## config.mk

```make
export PLATFORM = sky130hd
export DESIGN_NAME = hx8357_rect_fill
export DESIGN_NICKNAME = d
export VERILOG_FILES = /design/src/rtl/hx8357_rect_fill.sv
export SDC_FILE = /design/constraint.sdc
export NUM_CORES = 1
export LEC_CHECK = 0
export CAP_MARGIN = 0
export CELL_PAD_IN_SITES_DETAIL_PLACEMENT = 0
export CELL_PAD_IN_SITES_GLOBAL_PLACEMENT = 1
export CORE_ASPECT_RATIO = 1.1
export CORE_MARGIN = 2
export CORE_UTILIZATION = 48
export CTS_CLUSTER_SIZE = 8
export DETAILED_ROUTE_END_ITERATION = 8
export HOLD_SLACK_MARGIN = 0.12
export PLACE_DENSITY = 0.95
export REMOVE_ABC_BUFFERS = 1
export SLEW_MARGIN = 15
export SYNTH_ARGS = -nofsm -noshare
export SYNTH_HDL_FRONTEND = slang
export SYNTH_SLANG_ARGS = --single-unit
export TNS_END_PERCENT = 5
```

## constraint.sdc

```tcl
create_clock -name clk -period 11.35 [get_ports clk]
set_input_delay 2.27 -clock clk [delete_from_list [all_inputs] [get_ports clk]]
set_output_delay 2.27 -clock clk [all_outputs]
set_load 0.05 [all_outputs]
```

## src/rtl/hx8357_rect_fill.sv

```systemverilog
// Rectangle-fill command source for the HX8357 control stage.
// Emits CASET/PASET/RAMWR plus one RGB565 word per pixel, one word in flight at a time.
module hx8357_rect_fill #(
    parameter int unsigned H_RES = 320,
    parameter int unsigned V_RES = 480
) (
    input  logic        clk,
    input  logic        nres,
    input  logic        start,
    input  logic [8:0]  x0,
    input  logic [8:0]  x1,
    input  logic [8:0]  y0,
    input  logic [8:0]  y1,
    input  logic [15:0] color,
    output logic        busy,
    output logic        done,
    output logic        err,
    output logic [15:0] data_lines,
    output logic        cmd,
    output logic        data,
    input  logic        transmission_cmpl
);

    localparam int unsigned CW = 9;
    localparam int unsigned PW = 18;
    localparam int unsigned IW = 4;

    localparam logic [1:0] S_IDLE  = 2'd0;
    localparam logic [1:0] S_ISSUE = 2'd1;
    localparam logic [1:0] S_WAIT  = 2'd2;
    localparam logic [1:0] S_DONE  = 2'd3;

    // Word index 0..10 walks the setup words; IDX_PIX marks the pixel phase.
    localparam logic [IW-1:0] IDX_PIX = 4'd11;
    localparam logic [CW-1:0] X_MAX   = CW'(H_RES - 1);
    localparam logic [CW-1:0] Y_MAX   = CW'(V_RES - 1);

    logic [1:0]    r_state;
    logic          r_busy, r_done, r_err, r_cmd, r_data;
    logic [15:0]   r_lines;
    logic [IW-1:0] r_idx;
    logic [PW-1:0] r_pix;
    logic [CW-1:0] r_x0, r_x1, r_y0, r_y1;
    logic [15:0]   r_color;

    logic [1:0]    w_state_nxt;
    logic          w_busy_nxt, w_done_nxt, w_err_nxt, w_cmd_nxt, w_data_nxt;
    logic [15:0]   w_lines_nxt;
    logic [IW-1:0] w_idx_nxt;
    logic [PW-1:0] w_pix_nxt;
    logic          w_accept;
    logic          w_bad;
    logic [9:0]    w_width, w_height;
    logic [PW-1:0] w_npix;
    logic [IW-1:0] w_sel;
    logic [15:0]   w_word;
    logic          w_sel_cmd;

    assign w_bad    = (x1 < x0) || (y1 < y0) || (x1 > X_MAX) || (y1 > Y_MAX);
    assign w_width  = 10'(x1) - 10'(x0) + 10'd1;
    assign w_height = 10'(y1) - 10'(y0) + 10'd1;
    assign w_npix   = PW'(w_width) * PW'(w_height);

    // Next word to issue after the one currently in flight.
    assign w_sel     = (r_idx == IDX_PIX) ? IDX_PIX : r_idx + 4'd1;
    assign w_sel_cmd = (w_sel == 4'd5) || (w_sel == 4'd10);

    always_comb begin
        w_word = r_color;
        case (w_sel)
            4'd0:    w_word = 16'h002A;
            4'd1:    w_word = {15'd0, r_x0[8]};
            4'd2:    w_word = {8'd0, r_x0[7:0]};
            4'd3:    w_word = {15'd0, r_x1[8]};
            4'd4:    w_word = {8'd0, r_x1[7:0]};
            4'd5:    w_word = 16'h002B;
            4'd6:    w_word = {15'd0, r_y0[8]};
            4'd7:    w_word = {8'd0, r_y0[7:0]};
            4'd8:    w_word = {15'd0, r_y1[8]};
            4'd9:    w_word = {8'd0, r_y1[7:0]};
            4'd10:   w_word = 16'h002C;
            default: w_word = r_color;
        endcase
    end

    // Next-state and registered-output logic.
    always_comb begin
        w_state_nxt = r_state;
        w_busy_nxt  = r_busy;
        w_done_nxt  = 1'b0;
        w_err_nxt   = 1'b0;
        w_cmd_nxt   = 1'b0;
        w_data_nxt  = 1'b0;
        w_lines_nxt = r_lines;
        w_idx_nxt   = r_idx;
        w_pix_nxt   = r_pix;
        w_accept    = 1'b0;
        case (r_state)
            S_IDLE: begin
                if (start) begin
                    if (w_bad) begin
                        w_err_nxt = 1'b1;
                    end else begin
                        w_accept    = 1'b1;
                        w_state_nxt = S_ISSUE;
                        w_busy_nxt  = 1'b1;
                        w_cmd_nxt   = 1'b1;
                        w_lines_nxt = 16'h002A;
                        w_idx_nxt   = 4'd0;
                        w_pix_nxt   = w_npix;
                    end
                end
            end
            S_ISSUE: w_state_nxt = S_WAIT;
            S_WAIT: begin
                if (transmission_cmpl) begin
                    if ((r_idx == IDX_PIX) && (r_pix == '0)) begin
                        w_state_nxt = S_DONE;
                        w_busy_nxt  = 1'b0;
                        w_done_nxt  = 1'b1;
                    end else begin
                        w_state_nxt = S_ISSUE;
                        w_idx_nxt   = w_sel;
                        w_lines_nxt = w_word;
                        w_cmd_nxt   = w_sel_cmd;
                        w_data_nxt  = !w_sel_cmd;
                        if (w_sel == IDX_PIX) w_pix_nxt = r_pix - PW'(1);
                    end
                end
            end
            default: w_state_nxt = S_IDLE;
        endcase
    end

    always_ff @(posedge clk) begin
        if (!nres) begin
            r_state <= S_IDLE;
            r_busy  <= 1'b0;
            r_done  <= 1'b0;
            r_err   <= 1'b0;
            r_cmd   <= 1'b0;
            r_data  <= 1'b0;
            r_lines <= '0;
            r_idx   <= '0;
            r_pix   <= '0;
            r_x0    <= '0;
            r_x1    <= '0;
            r_y0    <= '0;
            r_y1    <= '0;
            r_color <= '0;
        end else begin
            r_state <= w_state_nxt;
            r_busy  <= w_busy_nxt;
            r_done  <= w_done_nxt;
            r_err   <= w_err_nxt;
            r_cmd   <= w_cmd_nxt;
            r_data  <= w_data_nxt;
            r_lines <= w_lines_nxt;
            r_idx   <= w_idx_nxt;
            r_pix   <= w_pix_nxt;
            if (w_accept) begin
                r_x0    <= x0;
                r_x1    <= x1;
                r_y0    <= y0;
                r_y1    <= y1;
                r_color <= color;
            end
        end
    end

    assign busy       = r_busy;
    assign done       = r_done;
    assign err        = r_err;
    assign cmd        = r_cmd;
    assign data       = r_data;
    assign data_lines = r_lines;

endmodule

```

* Word-level counts from Yosys, hierarchy flattened
Index checks and enable logic that the tools add are counted.
Word-level totals: register bits after elaboration 97, input port bits 56
Operators by class: $add $sub $neg 6, multipliers 1, order comparisons 4, equal/unequal tests 20, mux-type cells 36, bitwise operators 3, reduce and logical (&&, ||, !) cells 17
Operators by type and width (count):
- $pmux W16 S11 | 1
- $mux W18 | 5
- $mux W16 | 4
- $pmux W18 S2 | 1
- $pmux W16 S2 | 1
- $add A10 B1 Y10 const B | 2
- $eq A4 B4 Y1 const B | 5
- $mux W4 | 5
- $sub A9 B9 Y10 | 2
- $gt A9 B9 Y1 const B | 2
- $logic_not A18 Y1 | 1
- $lt A9 B9 Y1 | 2
- $mul A10 B10 Y18 | 1
- $sub A18 B1 Y18 const B | 1
- $eq A4 B3 Y1 const B | 4
- $ne A2 B2 Y1 const B | 6
- $mux W1 | 11
- $reduce_and A5 Y1 | 2
- $reduce_and A3 Y1 | 3
- $eq A4 B2 Y1 const B | 2
- $mux W2 | 4
- $pmux W4 S2 | 1
- $pmux W2 S3 | 1
- $reduce_and A6 Y1 | 1
- other kinds (13) | 19

* Depth between registers and ports, before layout
Gate-level depths: netlist of run 1.
word-level depth 7, mapped depth 32

* Worst setup path before layout of run 1
OpenSTA, ideal clock, no wires.
kind in2reg, from input port y0[5], to register r_pix[15], library setup time 119 ps, arrival 8352 ps, path slack 2880 ps, stages 26, buffers on the path 0, cells stage by stage inv_1 ha_1 inv_1 fa_1 or3b_1 o221ai_1 nor2_1 xor2_1 or2_2 fa_1 fa_1 inv_1 fa_1 fa_1 inv_1 fa_1 inv_1 ha_1 nor3_1 o21ai_0 nand3_1 nor2_1 nor4_1 xor2_1 a21oi_1 o221a_1
Between the ends: longest elaborated chain between the ends 6, elaborated cells between the ends (all ways) 12
RTL lines:
- from (decl) | RTL line 12 | input logic [8:0] y0,
- $sub A9 B9 Y10 / $lt A9 B9 Y1 (equally long branches) | RTL line 61, 59
- $add A10 B1 Y10 / $logic_or A1 B1 Y1 (equally long branches) | RTL line 61, 59
- $mul A10 B10 Y18 / $logic_or A1 B1 Y1 (equally long branches) | RTL line 62, 59
- $mux W18 / $logic_or A1 B1 Y1 (equally long branches) | RTL line 101, 59
- $mux W18 / $ne A2 B2 Y1 (equally long branches)
- $pmux W18 S2 / $reduce_and A6 Y1 (equally long branches)
- to (signal assigned) | RTL line 160 | r_pix <= w_pix_nxt;
- to (decl) | RTL line 42 | logic [PW-1:0] r_pix;
Several ways; a longest one is shown, not always the timed one. The select of a mux whose other input is x is not followed. A chain may end at the register's enable or synchronous reset.

* Worst setup path after layout of run 1
from input port y0[2], to register r_pix[15]
Same word-level chain as after synthesis.

==> results.md, run 1 <==
- Initial core utilization: around half
- Total CTS buffers: 9
- IO buf count: 76
- Most frequent cells after synthesis: nand2_1 (178), inv_1 (126), a21oi_1 (118)
- Die H: 146 µm
- Syn Inst Count: 1104
- Antenna violations before repair: 0
- Remaining antenna violation count after routing: 0
- Gpl congestion: ~0.94
- DP Wirelength: 17.3 mm
- Layout area overhead: 13.5%
- Worst-skew pair later-pin latency: 0.35 ns
- Worst path top cell family by delay: adder cells
- Yosys reg bits: 97
- Pre-CTS WS: about 1.7 ns
- Hold Path Class: reg -> reg
- Max_cap viols: 0
- CTS resizes: 0
- Post-synth EDFFs: 0
- DRC viols: 0
- Post-Synth XOR/XNOR Area: under 10%
- Yosys warnings: 0
- Io pins: just under 80
- CTS max path bufs: 2
- DRT iter0 DRCs: a little over 600
- First-pass GRT wire length: 37.1 mm
- CP bufs+invs: 5
- GRT Util Overall: 23.6%
- Via count: 7741
- Largest net degree at the start of global routing: 84
- CTS tree: done
- Asr flop ratio synth: 0%
- R2r setup slk: between 8 and 9 ns
- Worst EP arrival: roughly 9.6 ns
- Largest family of logic cells by synthesized area: adder cells
- Critical Path Start Type: input port
- Share of layout cells above drive strength 1: 4.15%
- Worst path required time: 11.59 ns
- RR Endpoint: r_pix[0]
- Final WL: 22.7 mm
- Area of the core: 0.0178 mm²
- Mapped Area: 0.00878 mm²
- Worst-path maximum fanout: 10
- Simple-Gate Fraction of Synth Area: 20.7%
- Biggest cell delay along the critical path: ~0.61 ns
- Dominant cell by count in the synthesized netlist: nand2_1
- Final setup viols: 0
- Gr ovfl total: 0
- Area share of the leading cell type in the synthesized netlist: between 20% and 30%
- Sequential cell area fraction in the yosys report: 22.1%
- Average cell area after synthesis: 7.96 µm²
- Fin nets: ~1400
- Row cnt: a little over 50
- Reg2reg path depth: 10
- N_diodes: 0
- Cell with the largest stage delay on the worst path: xor2_1
- Minimum clock period: 9.32 ns
- Outcome: completed
- Reg-to-reg startpoint: r_idx[0]
- Final Max Slew Viols: 0
- Routed length per placed instance: 16.2 µm
- Cell variety after synth: 65
- Compound-Gate Fraction of Synth Area: 17.3%
- Unrepaired setup endpoints after global routing: no
- Postcts setup bufs: 0
- Pre-antenna DRT Iters: 6
- Setup WS post-layout: 2.03 ns
- Die Wd: 133 µm
- Fmax achieved: 0.107 GHz
- Final Hold Vio Count: 0
- Synth Area in Adders: 28.3%
- Clock Sinks: 97
- Vias/cell: 5.55
- TNS Setup: 0 ns
- H-Tree Depth: 3
- Levels on crit path: 27
- Post-DP Area: 0.00968 mm²
- CP Launch Point: y0[2]
- Critical path destination: r_pix[15]
- Root Buffer: clkbuf_16
- Multiplexer share of the synthesized area: 0%
- Die footprint: 0.0194 mm²
- Critical path class: in -> reg
- Slew HR: between 20% and 30%
- Leading area contributor after synthesis: dfxtp_1
- Largest cells by area after synthesis: dfxtp_1 (22%), fa_1 (16%), ha_1 (13%), nand2_1 (7.6%), a21oi_1 (6.7%)
- Cts hold-fix bufs: 0
- Worst-margin pin slew: 1.06 ns
- Core Util, Final: 56.0%
- Cell area after layout: 0.00997 mm²
- Ys flop type: dfxtp_1
- CTS clk-pin slew, worst paths: 0.07 ns
- Vias in the first global route: 7558
- Element type at the critical path end: flip-flop
- Top cell by count, worst path: fa_1
- Tcrit/Tclk final: 82.1%
- Worst clock skew: 0.00659 ns
==> stage by stage <==
| stage | instances | hold slack, ns |
|---|---|---|
| after CTS | 1395 | 0.452 |
| final | 1396 | 0.450 |
| after global routing | 1396 | 0.463 |
| after floorplan | 1061 | 0.432 |
| after global placement | 1380 | 0.440 |
| after detailed placement | 1380 | 0.442 |
==> tightest hold or removal path: stages, from the launching register on <==
cell     delay, ns
dfxtp_1       0.31
nand2_1       0.05
a21oi_1       0.05
==> how the worst min path moves through the flow <==
stage | from | to | slack (ns) | depth (start not counted)
floorplan | r_x0[2] | r_x0[2] | 0.43 | 2
detailed placement | r_x0[2] | r_x0[2] | 0.44 | 2
CTS | r_x0[2] | r_x0[2] | 0.45 | 2
global placement | r_x0[2] | r_x0[2] | 0.44 | 2
global route | r_x0[2] | r_x0[2] | 0.46 | 2
finish | r_x0[2] | r_x0[2] | 0.45 | 2
==> flip-flops by register name (all words and copies together), names as in the netlist, 4 cells and up <==
signal / cells
r_color: 16
r_x0: 9
r_y1: 9
r_pix: 18
r_y0: 9
r_idx: 4
r_x1: 9
data_lines: 16
==> cells in the final DEF, fill, tap and decap left out, types with 21 or more instances in the layout <==
| cell type | netlist | layout |
|---|---|---|
| ha_1 | 88 | 88 |
| nand2_1 | 178 | 178 |
| nor2_1 | 108 | 108 |
| o21ai_0 | 21 | 21 |
| dfxtp_1 | 97 | 97 |
| clkdlybuf4s50_1 | 0 | 76 |
| a21oi_1 | 118 | 118 |
| inv_1 | 126 | 125 |
| xnor2_1 | 23 | 23 |
| fa_1 | 69 | 69 |
==> cell families after synthesis <==
kind of cell,Yosys count
xor gates and xnor gates,38
buffers and inverters,170
AOI/OAI and AO/OA,239
adders and majority gates,157
DFF,97
and+or+nand+nor,403
==> area by class of cell <==
cell class                      count  area, µm²
Fill cell                        1680       7830
Multi-Input combinational cell    837       6160
Sequential cell                    97       1940
Timing Repair Buffer               82        813
Inverter                          127        477
Tap cell                          238        298
Clock buffer                       10        239
Clock inverter                      5       38.8
==> layer usage <==
| layer | share of wire (%) | wire (µm) | GRT usage, % |
|---|---|---|---|
| met1 | 43 | 9780 | 30.8 |
| met4 | 2.7 | 603 | 7.10 |
| met3 | 6.3 | 1430 | 4.67 |
| met2 | 48 | 10800 | 39.7 |
| met5 | 0 | 0 | 0 |
Power of run 1 is not shown: default switching activity piles up to over one toggle a cycle in this logic, so the estimate is an artifact.
==> run 2, diff against run 1 <==
--- a/config.mk
+++ b/config.mk
@@ -10,7 +10,7 @@
 export CELL_PAD_IN_SITES_GLOBAL_PLACEMENT = 1
 export CORE_ASPECT_RATIO = 1.1
 export CORE_MARGIN = 2
-export CORE_UTILIZATION = 48
+export CORE_UTILIZATION = 45
 export CTS_CLUSTER_SIZE = 8
 export DETAILED_ROUTE_END_ITERATION = 8
 export HOLD_SLACK_MARGIN = 0.12
==> constraint.sdc (replaced) <==
create_clock -name clk -period 9.4 [get_ports clk]
set_input_delay 1.88 -clock clk [delete_from_list [all_inputs] [get_ports clk]]
set_output_delay 1.88 -clock clk [all_outputs]
set_load 0.05 [all_outputs]
==> run 2 against run 1 <==
  * Final cell count is 1.4% higher
  * Largest cell class unchanged
  * Die area is 6.5% higher
  * Setup slack worse by 1.3 ns
  * First-iteration DRC count is 9.5% lower
  * Non-clock buffer count is 10 higher
  * Register-to-register slack worse by 2.1 ns
  * Highest routed layer unchanged
  * Via count is 0.74% higher
==> results.md, run 2 (same netlist as run 1, synthesis figures left out) <==
- Outcome: completed
- CTS max path bufs: 2
- Fin nets: 1377
- Minimum clock period: about 8.7 ns
- Gpl congestion: about 0.93
- Biggest cell delay along the critical path: roughly 0.56 ns
- Largest net degree at the start of global routing: between 70 and 80
- CTS tree: done
- Worst Hold Depth: 2
- Worst hold start: data_lines[8]
- Critical Path Start Type: input port
- Reg2reg path depth: 11
- Element type at the critical path end: flip-flop
- Setup WS post-layout: 0.724 ns
- Row cnt: 53
- CTS clk-pin slew, worst paths: 0.07 ns
- Top cell by count, worst path: fa_1
- Total CTS buffers: 9
- WHS Endpoint: data_lines[8]
- Routed length per placed instance: 16.2 µm
- Fmax achieved: 0.115 GHz
- Max_cap viols: 0
- Remaining antenna violation count after routing: 0
- Final setup viols: 0
- Worst-skew pair later-pin latency: 0.35 ns
- R2r setup slk: 6.32 ns
- GRT Util Overall: 23.2%
- IO buf count: 76
- Postcts setup bufs: 0
- Io pins: 77
- Area of the core: about 0.019 mm²
- First-pass GRT wire length: 37.8 mm
- Max reg flops: 18
- Vias in the first global route: 7772
- Die footprint: roughly 0.021 mm²
- Cts hold-fix bufs: 0
- Worst path required time: between 9 and 10 ns
- Pre-CTS WS: 0.350 ns
- DP Wirelength: 17.8 mm
- Die H: approximately 150 µm
- Hold Path Class: reg -> reg
- Worst EP arrival: a little under 9 ns
- DRC viols: 0
- RR Endpoint: r_pix[17]
- Cell with the largest stage delay on the worst path: fa_1
- Root Buffer: clkbuf_16
- H-Tree Depth: 3
- Antenna violations before repair: 0
- Worst-path maximum fanout: 9
- Most common cell after layout, fill and taps aside: nand2_1
- Worst clock skew: 0.0119 ns
- Vias/cell: 5.51
- Worst-margin pin slew: 1.11 ns
- Share of layout cells above drive strength 1: 4.97%
- Fillers: 1852
- Largest reg by FF count: r_pix
- CTS resizes: 0
- Gr ovfl total: 0
- Unrepaired setup endpoints after global routing: no
- Layout area overhead: 14.4%
- DRT iter0 DRCs: 553
- TNS Setup: 0 ns
- Die Wd: around 140 µm
- Tcrit/Tclk final: 92.3%
- Register area: about 0.002 mm²
- Final Hold Vio Count: 0
- Area of the multi-input gates: just over 0.006 mm²
- Clock Sinks: 97
- Final WL: 22.9 mm
- Pre-antenna DRT Iters: 6
- Most frequent cells in the layout: nand2_1 (178), inv_1 (125), a21oi_1 (118)
- N_diodes: 0
- Via count: 7798
- Reg-to-reg startpoint: r_pix[0]
- Critical path class: in -> reg
- Final Max Slew Viols: 0
- Slew HR: 25.8%
- Initial core utilization: a little under half
==> run 2: cell types whose count changed in the layout (fill, tap and decap cells not counted) <==
cell and delta:
clkinv_2 +1, inv_8 +1, buf_4 +11, clkinv_4 -1
clkinvlp_4 -1, buf_8 -1
==> run 2: worst max-delay path by stage <==
stage	startpoint	to	cells after the start
floorplan	y0[5]	r_pix[15]	26
global placement	y0[1]	r_pix[15]	29
detailed placement	y0[1]	r_pix[15]	29
CTS	y0[1]	r_pix[15]	29
global route	y0[1]	r_pix[15]	29
finish	y0[1]	r_pix[15]	29
==> run 2: area by class of cell <==
| type | instances | share of cell area (%) |
|---|---|---|
| Inverter | 127 | 4.74 |
| Timing Repair Buffer | 92 | 8.76 |
| Clock buffer | 10 | 2.38 |
| Multi-Input combinational cell | 837 | 61.3 |
| Sequential cell | 97 | 19.3 |
| Clock inverter | 5 | 0.386 |
| Tap cell | 247 | 3.08 |
==> run 2: through the flow <==
stage / cell area, µm² / util (%) / hold WS (ns) / cells
3_5_place_dp: 9770 / 51.2 / 0.442 / 1400
2_1_floorplan: 8580 / - / 0.432 / 1061
3_3_place_gp: 9770 / 51.2 / 0.439 / 1400
6_report: 10000 / 52.6 / 0.450 / 1415
5_1_grt: 10000 / 52.6 / 0.473 / 1415
4_1_cts: 10000 / 52.6 / 0.452 / 1415
==> run 2: per-layer routing <==
layer  vias to the layer above  global-route usage, %  wire [µm]
met4                         0                   6.29        558
met1                      3756                   29.8      10000
met3                        34                   3.54       1200
met2                       231                   40.5      11100
li1                       3777                      -          -
met5                         -                      0          0
==> run 2: critical path, delay by kind of cell <==
kind | cells | cell delay [ns]
xor+xnor | 2 | 0.35
buf+inv | 7 | 0.95
simple gates | 5 | 0.72
fa+ha+maj | 9 | 3.79
compound gates | 6 | 1.22
Power of run 2 is left out for the same reason.
==> run 3, diff against run 2 <==
--- a/config.mk
+++ b/config.mk
@@ -8,16 +8,14 @@
 export CAP_MARGIN = 0
 export CELL_PAD_IN_SITES_DETAIL_PLACEMENT = 0
 export CELL_PAD_IN_SITES_GLOBAL_PLACEMENT = 1
-export CORE_ASPECT_RATIO = 1.1
 export CORE_MARGIN = 2
-export CORE_UTILIZATION = 45
+export CORE_UTILIZATION = 40
 export CTS_CLUSTER_SIZE = 8
 export DETAILED_ROUTE_END_ITERATION = 8
 export HOLD_SLACK_MARGIN = 0.12
-export PLACE_DENSITY = 0.95
+export PLACE_DENSITY = 0.9
 export REMOVE_ABC_BUFFERS = 1
 export SLEW_MARGIN = 15
 export SYNTH_ARGS = -nofsm -noshare
 export SYNTH_HDL_FRONTEND = slang
 export SYNTH_SLANG_ARGS = --single-unit
-export TNS_END_PERCENT = 5
==> constraint.sdc (replaced) <==
create_clock -name clk -period 7.1 [get_ports clk]
set_input_delay 1.42 -clock clk [delete_from_list [all_inputs] [get_ports clk]]
set_output_delay 1.42 -clock clk [all_outputs]
set_load 0.05 [all_outputs]
==> run 3 against run 2 <==
  * The flow now finishes with violations (setup timing)
  * Count of clock-buffer cells in the layout stayed put
  * Final cell count is 14% higher
  * First-iteration DRC count is 17% higher
  * Flip-flop and latch count stayed put
  * Via count is 8.8% higher
  * Hold slack better by 0.0037 ns
  * Utilization is 2.1 points higher
==> results.md, run 3 (same netlist as run 1, synthesis figures left out) <==
- Clock Sinks: 97
- Unrepaired setup endpoints after global routing: yes
- Layout area overhead: 35.1%
- Cell area after layout: ~0.012 mm²
- Max reg flops: 18
- Failing checks: setup timing
- Root Buffer: clkbuf_16
- Remaining antenna violation count after routing: 0
- Cell with the largest stage delay on the worst path: fa_1
- Row cnt: 54
- Outcome: finished with violations
- Io pins: 77
- Gr ovfl total: 0
- CTS clk-pin slew, worst paths: 0.07 ns
- Gpl congestion: 0.924
- Most frequent cells in the layout: nand2_1 (177), buf_4 (170), a21oi_1 (109)
- Fmax achieved: 0.139 GHz
- Via count: roughly 8500
- Post-DP Area: 0.0108 mm²
- Minimum clock period: 7.17 ns
- Vias in the first global route: 8448
- Die footprint: 0.0232 mm²
- Final setup viols: 5
- Worst path top cell family by delay: adder cells
- Worst EP arrival: ~7.4 ns
- Pre-CTS WS: -1.32 ns
- Die Wd: 152 µm
- Hold WS: 0.453 ns
- First-pass GRT wire length: 41.2 mm
- GRT Util Overall: 21.7%
- DRT iter0 DRCs: 647
- Top cell by count, worst path: fa_1
- Routed length per placed instance: 16.1 µm
- Element type at the critical path end: flip-flop
- Cts hold-fix bufs: 0
- Worst-margin pin slew: 1.16 ns
- Worst clock skew: 0.0128 ns
- Final WL: about 26 mm
- Critical path class: in -> reg
- IO buf count: 76
- Max_cap viols: 0
- Pre-antenna DRT Iters: 6
- CP bufs+invs: 7
- Most common cell after layout, fill and taps aside: nand2_1
- CTS max path bufs: 2
- CTS tree: done
- N_diodes: 0
- Worst-path maximum fanout: 4
- Slew HR: 21.9%
- Antenna violations before repair: 0
- Worst path required time: between 7 and 8 ns
- Area of the core: 0.0217 mm²
- Largest net degree at the start of global routing: 54
- Largest reg by FF count: r_pix
- Critical Path Start Type: input port
- Final Max Slew Viols: 0
- Tcrit/Tclk final: 101%
- Fin nets: 1536
- Biggest cell delay along the critical path: roughly 0.52 ns
- Setup WS post-layout: -0.0710 ns
- Vias/cell: between 5 and 6
- Worst-skew pair later-pin latency: 0.35 ns
- Share of layout cells above drive strength 1: between 20% and 30%
- Final Hold Vio Count: 0
- Die H: 152 µm
- TNS Setup: -0.257 ns
- DRC viols: 0
- H-Tree Depth: 3
- Hold Path Class: reg -> reg
- Initial core utilization: 40.5%
- Total CTS buffers: 9
- DP Wirelength: a little under 20 mm
## run 3: changes by cell type in the layout (fill, tap and decap cells not counted), moves of 8 or more
cell             previous run  this run
a21oi_1                   118       109
a21oi_2                     1         9
buf_4                      16       170
buf_6                       0         9
clkdlybuf4s50_1            76        49
fa_1                       69        59
fa_2                        0        10
ha_1                       88        62
ha_4                        0        21
inv_1                     125       103
inv_2                       2        20
nor2_1                    108       100
## run 3: metrics by stage
step,cells,utilization (%)
after global placement,1567,49.9
after detailed placement,1567,49.9
after CTS,1600,53.4
final,1608,54.7
after global routing,1608,54.7
after floorplan,1061,-
## run 3: final cells by class
type | count | area [µm²]
inverter | 127 | 489
tap | 280 | 350
clock inverter | 6 | 71.3
multi-input combinational | 837 | 6730
fill | 1924 | 9820
sequential | 97 | 1940
clock buffer | 10 | 239
timing repair buffer | 251 | 2040
## run 3: layer usage
metal / up-vias / global-route usage (%) / routed length, µm / part of all wire (%)
li1: 4101 / - / - / -
met5: - / 0 / 0 / 0
met3: 45 / 4.47 / 1360 / 5.2
met1: 4106 / 27.0 / 10800 / 41
met2: 234 / 37.9 / 13200 / 51
met4: 0 / 6.28 / 684 / 2.6
## run 3: path summary, 6_finish.rpt
path / start / end / slack [ns] / depth (start not counted)
setup / recovery: x0[6] / r_pix[15] / -0.07 / 27
hold / removal: data_lines[14] / data_lines[14] / 0.45 / 2
hold reg to reg: data_lines[14] / data_lines[14] / 0.45 / 2
setup reg to reg: r_idx[0] / r_pix[17] / 3.94 / 10
## run 3: repair_timing
item                                    in CTS  in global routing
endpoints found under the setup margin      12                 11
pin swaps                                   70                 61
resized for setup                          153                 71
buffers inserted                            17                  8
## run 3: worst register-to-register path: stages, from the launching register on
cell and delay (ns):
dfxtp_1 0.52, ha_1 0.42, nand2b_4 0.07, or2_4 0.26, nor4_2 0.25, a21oi_2 0.15
and3_1 0.29, o32ai_4 0.63, o21ai_1 0.17, o21a_1 0.16, o221ai_1 0.16
Power of run 3 is left out for the same reason.
